[src/rtl/l44_pkg.sv]
// Shared constants for the 16-bit registered priority encoder.
package l44_pkg;

    localparam int IN_W   = 16;
    localparam int OUT_W  = 4;
    localparam int BYTE_W = 8;
    localparam int BIDX_W = 3;

    localparam logic [OUT_W-1:0] Y_RST     = '0;
    localparam logic             VALID_RST = 1'b0;

endpackage

[src/rtl/l44_pe8.sv]
// Combinational 8-to-3 priority encoder; bit 7 wins, valid flags any set bit.
module l44_pe8
    import l44_pkg::*;
(
    input  logic [BYTE_W-1:0] i_a,
    output logic [BIDX_W-1:0] o_idx,
    output logic              o_valid
);

    // Ascending scan so the highest set bit is the last one written.
    always_comb begin
        o_idx = '0;
        for (int i = 0; i < BYTE_W; i++) begin
            if (i_a[i]) begin
                o_idx = BIDX_W'(i);
            end
        end
    end

    assign o_valid = |i_a;

endmodule

[src/rtl/l44_prio_enc.sv]
// Registered 16-bit priority encoder built from two byte-wide encoders.
module l44_prio_enc
    import l44_pkg::*;
#(
    parameter int IN_W  = l44_pkg::IN_W,
    parameter int OUT_W = l44_pkg::OUT_W
) (
    input  logic             clk,
    input  logic             rst_n,
    input  logic             en,
    input  logic [IN_W-1:0]  a,
    output logic [OUT_W-1:0] y,
    output logic             valid
);

    logic [BIDX_W-1:0] w_hi_idx;
    logic [BIDX_W-1:0] w_lo_idx;
    logic              w_hi_valid;
    logic              w_lo_valid;
    logic [OUT_W-1:0]  w_idx;
    logic              w_any;
    logic [OUT_W-1:0]  r_y;
    logic              r_valid;

    l44_pe8 u_pe8_hi (
        .i_a     (a[IN_W-1:BYTE_W]),
        .o_idx   (w_hi_idx),
        .o_valid (w_hi_valid)
    );

    l44_pe8 u_pe8_lo (
        .i_a     (a[BYTE_W-1:0]),
        .o_idx   (w_lo_idx),
        .o_valid (w_lo_valid)
    );

    // Upper byte dominates; its index gets the MSB set.
    assign w_idx = w_hi_valid ? {1'b1, w_hi_idx} : {1'b0, w_lo_idx};
    assign w_any = w_hi_valid | w_lo_valid;

    always_ff @(posedge clk or negedge rst_n) begin
        if (!rst_n) begin
            r_y     <= Y_RST;
            r_valid <= VALID_RST;
        end else if (en) begin
            r_y     <= w_idx;
            r_valid <= w_any;
        end
    end

    assign y     = r_y;
    assign valid = r_valid;

endmodule

[config.mk]
export PLATFORM = sky130hd
export DESIGN_NAME = l44_prio_enc
export DESIGN_NICKNAME = d
export VERILOG_FILES = /design/src/rtl/l44_pkg.sv /design/src/rtl/l44_pe8.sv /design/src/rtl/l44_prio_enc.sv
export SDC_FILE = /design/constraint.sdc
export NUM_CORES = 1
export LEC_CHECK = 0
export ABC_AREA = 1
export BUFFER_PORTS_ARGS = -buffer_cell sky130_fd_sc_hd__buf_4
export CAP_MARGIN = 10
export CORE_AREA = 2 2 39 41
export CTS_CLUSTER_SIZE = 14
export DETAILED_ROUTE_END_ITERATION = 8
export DIE_AREA = 0 0 41 43
export PLACE_DENSITY = 0.69
export REMOVE_ABC_BUFFERS = 1
export SETUP_SLACK_MARGIN = 0.15
export SLEW_MARGIN = 0
export SYNTH_ARGS = -nofsm -noshare
export SYNTH_HDL_FRONTEND = slang
export SYNTH_SLANG_ARGS = --single-unit
[constraint.sdc]
create_clock -name clk -period 0.9 [get_ports clk]
set_clock_uncertainty 0.1 [all_clocks]
set_input_delay 0.045 -clock clk [delete_from_list [all_inputs] [get_ports clk]]
set_output_delay 0.045 -clock clk [all_outputs]
set_load 0.01 [all_outputs]
Yosys cells after proc, flatten, opt, wreduce, memory -nomap -nowiden. Cells that the tools add are included.

Multiplexer cells: 15. Bitwise gates (word level): 1. Reduce and logical (&&, ||, !) cells: 2.

Operators with widths (number): $mux 3 (8); $reduce_or 8->1 (2); $mux 2 (4); $mux 4 (1); $mux 1 (2); $or 1x1->1 (1).

Flip-flop bits (word level): 5. Input bits: 19. Output and inout bits: 5.

Depth between registers and ports, before layout.
Depth after elaboration: 8. Depth in mapped cells: 9. Depth with buffers taken out: 9.

Hierarchy. From an unflattened synthesis, not the netlist that was laid out.

Cells, all modules: 73. Area total of the unflattened synthesis: 391.6 um^2.

Modules (own cells, without submodules): l44_prio_enc (times used 1, cells an instance 33, area each 236.5 um^2); l44_pe8 (times used 2, cells an instance 20, area each 77.6 um^2).

Worst setup path after synthesis. No wires, ideal clock.

Kind: input -> register. Start point: input port a[9]. End point: register r_y[0] (netlist: y[0]). Data arrival time: 0.536 ns. Required time: 0.676 ns. Slack: 0.140 ns. Stages on the path: 6. Buffers on the path: 0. Cell sequence: nor2_1 -> nand2_2 -> nor2_4 -> nor2_1 -> nand2_1 -> nand3_1.

Word-level cells in the longest chain between the ends: 8. Elaborated cells between the ends (all ways): 9. Classes of those cells: 8 x mux; 1 x reduce/logical.

Ends and longest elaborated chain: from (decl) (line l44_prio_enc.sv:11) `input logic [IN_W-1:0] a,`; $mux 1 (line l44_pe8.sv:14) `if (i_a[i]) begin`; $mux 2 (2 in series) (line l44_pe8.sv:14); $mux 3 (4 in series) (line l44_pe8.sv:14); $mux 4 (*) (line l44_prio_enc.sv:38) `assign w_idx = w_hi_valid ? {1'b1, w_hi_idx} : {1'b0, w_lo_idx};`; to (signal assigned) (line l44_prio_enc.sv:46) `r_y <= w_idx;`; to (decl) (line l44_prio_enc.sv:22) `logic [OUT_W-1:0] r_y;`.

Every way passes the cells marked *; elsewhere a longest branch is shown, timed or not. A chain may end at the register's enable or synchronous reset.

Final worst setup path.
Start point: register r_y[1] (netlist: y[1]). End point: output port y[1].

RTL lines: to (decl) (line l44_prio_enc.sv:12) `output logic [OUT_W-1:0] y,`.

No word-level cell between the ends.

==> impl_metrics.tcl <==
set metrics [dict create \
    outcome "finished clean" \
    fin_ws_ns 0.00356 \
    dpl.hpwl_um 803 \
    die_h_um 43 \
    rsz0062_at_grt "yes" \
    critPathMaxFanout 2 \
    cts_max_level 1 \
    drive_above_1_share 0.473 \
    ir_worst_vdd_mv 0.567 \
    synth_largest_area_cell "dfrtp_1" \
    cts_num_sinks 5 \
    mostFrequentLayoutCells "buf_4, nand2_1, inv_1, nor2_1, buf_6" \
    gp_congestion 0.732 \
    period_minus_slack_ns 0.896 \
    final_util 0.501 \
    post-place-ws_ns -0.0442 \
    cts_tree "yes" \
    io_buffer_count 23 \
    area_growth_pct 71.0 \
    maxCapViolCount 0 \
    fin_crit_sh 0.996 \
    cp-start-kind "flip-flop" \
    drt_first_pass_iters 4 \
    yosysWarnings 0 \
    power.density_nw_per_um2 1010 \
    ys_ff_latch 5 \
    arrival_ns 0.75 \
    max_freq_mhz 1120 \
    rows 14 \
    yosysSeqAreaShare 0.309 \
    coreArea_sq_um 1380 \
    routedWlPerCell_um 9.00 \
    criticalPathCategory "reg -> out" \
    setup-violations-final 0 \
    dieArea_sq_um 1760 \
    nets 113 \
    ant_nets 0 \
    mostFrequentLayoutCell "buf_4" \
    die_w_um 41 \
    synth.area.top_cells "dfrtp_1, nand2_1, nor2_1" \
    grt_max_degree 6 \
    grt_first_pass_wirelength_um 1620 \
    cpLargestDelayFamily "flip-flops" \
    viasPerCell 4.25 \
    power.leakage_nw 0.358 \
    fillCellCount 131 \
    antenna_found_initial 0 \
    drc 0 \
    slowest_stage "dfrtp_1" \
    max_slew_margin 0.858 \
    hold_violations 0 \
    root_buffer "clkbuf_4" \
    grt_use_total 0.138 \
    max_stage_delay_ns 0.39 \
    critical_path.endpoint_type "output port" \
    synth_top_area_frac 0.309 \
    slew_viol_final 0 \
    synth_cell_types 15 \
    worstPathRequired_ns 0.75 \
    synthCells 62 \
    syn_avg_cell_area_sq_um 6.54 \
    drt-total-wl_um 981 \
    grt_pass1_vias 448 \
    io_pins 24 \
    cp_cell_sequence "buf_6" \
    worst-path-buf-inv 1 \
    hold_class "in -> reg" \
    clk_pin_slew_worst_paths_ns 0.04 \
    netlist_area_sq_um 405 \
    max-clock-path-buffers 2 \
    start_util 0.293 \
    fin_tns_setup_ns 0 \
    tightest_slew_ns 0.212 \
    clk_latency_ns 0.24 \
    num_antenna_cells 0 \
    cts_buffers 3 \
    vias 463 \
    overflow 0 \
    first_iter_violations 6 \
]
==> final cells by class <==
class                           count  area [sq um]  area share
Clock buffer                        4          26.3      0.0379
Inverter                           13          48.8      0.0704
Multi-Input combinational cell     44           245       0.354
Sequential cell                     5           125       0.181
Tap cell                           16          20.0      0.0289
Timing Repair Buffer               27           228       0.329
==> sequential cells by signal, summed over array words and instances (netlist names) <==
| register | flops |
|---|---|
| y | 4 |
| valid | 1 |
==> cell usage after synthesis <==
library cell and count:
nand3_4 1, nand2_2 1, a21oi_1 4, inv_2 4, o21ai_2 2, dfrtp_1 5
nor2_4 2, nor3_1 1, nor2_2 1, nand4_1 1, inv_1 9, nand2_1 19
nor2_1 10, nor3_4 1, nand3_1 1
==> cell families (layout without fill, tap and decap cells) <==
logic type | Yosys count | in the layout | synth area share
and+or+nand+nor | 38 | 38 | 0.478
buffers and inverters | 13 | 44 | 0.120
AOI/OAI and AO/OA | 6 | 6 | 0.0926
DFF | 5 | 5 | 0.309
==> timing repair <==
item | in CTS | in global routing
pin swaps | 1 | 6
cloned | 0 | 0
resized for setup | 6 | 4
buffers inserted | 2 | 1
hold endpoints to repair | 5 | 0
hold buffers | 1 | 0
endpoints found under the setup margin | 6 | 9
==> routing by layer <==
| metal | track usage | share of wire | vias to the layer above |
|---|---|---|---|
| li1 | - | - | 248 |
| met1 | 0.146 | 0.39 | 205 |
| met2 | 0.222 | 0.55 | 10 |
| met3 | 0.0314 | 0.064 | 0 |
| met4 | 0.100 | 0 | 0 |
| met5 | 0 | 0 | - |
==> through the flow <==
step	cell area, sq um	hold slack (ns)	instances	power [mW]
final	693	0.0277	109	0.701
after global routing	693	0.0277	109	0.759
after CTS	671	0.00888	108	0.713
after detailed placement	598	-0.251	101	0.430
after global placement	598	-0.249	101	0.429
after floorplan	405	-0.351	62	0.325
==> final timing paths <==
kind | start | end | slack, ns | cells past startpoint
min in group asynchronous | rst_n | y[3] | 0.04 | 2
min reg2reg | y[2] | y[2] | 0.40 | 2
max | y[1] | y[1] | 0.004 | 1
min | en | valid | 0.03 | 3
max in group asynchronous | rst_n | y[0] | 0.55 | 2
max reg2reg | y[1] | y[1] | 0.03 | 3
==> report_power, final <==
group	switching [mW]	internal, mW
sequential	0.00848	0.238
clock	0.0840	0.167
combinational	0.0916	0.112
total	0.184	0.517
(Power assumes the default switching activity.)
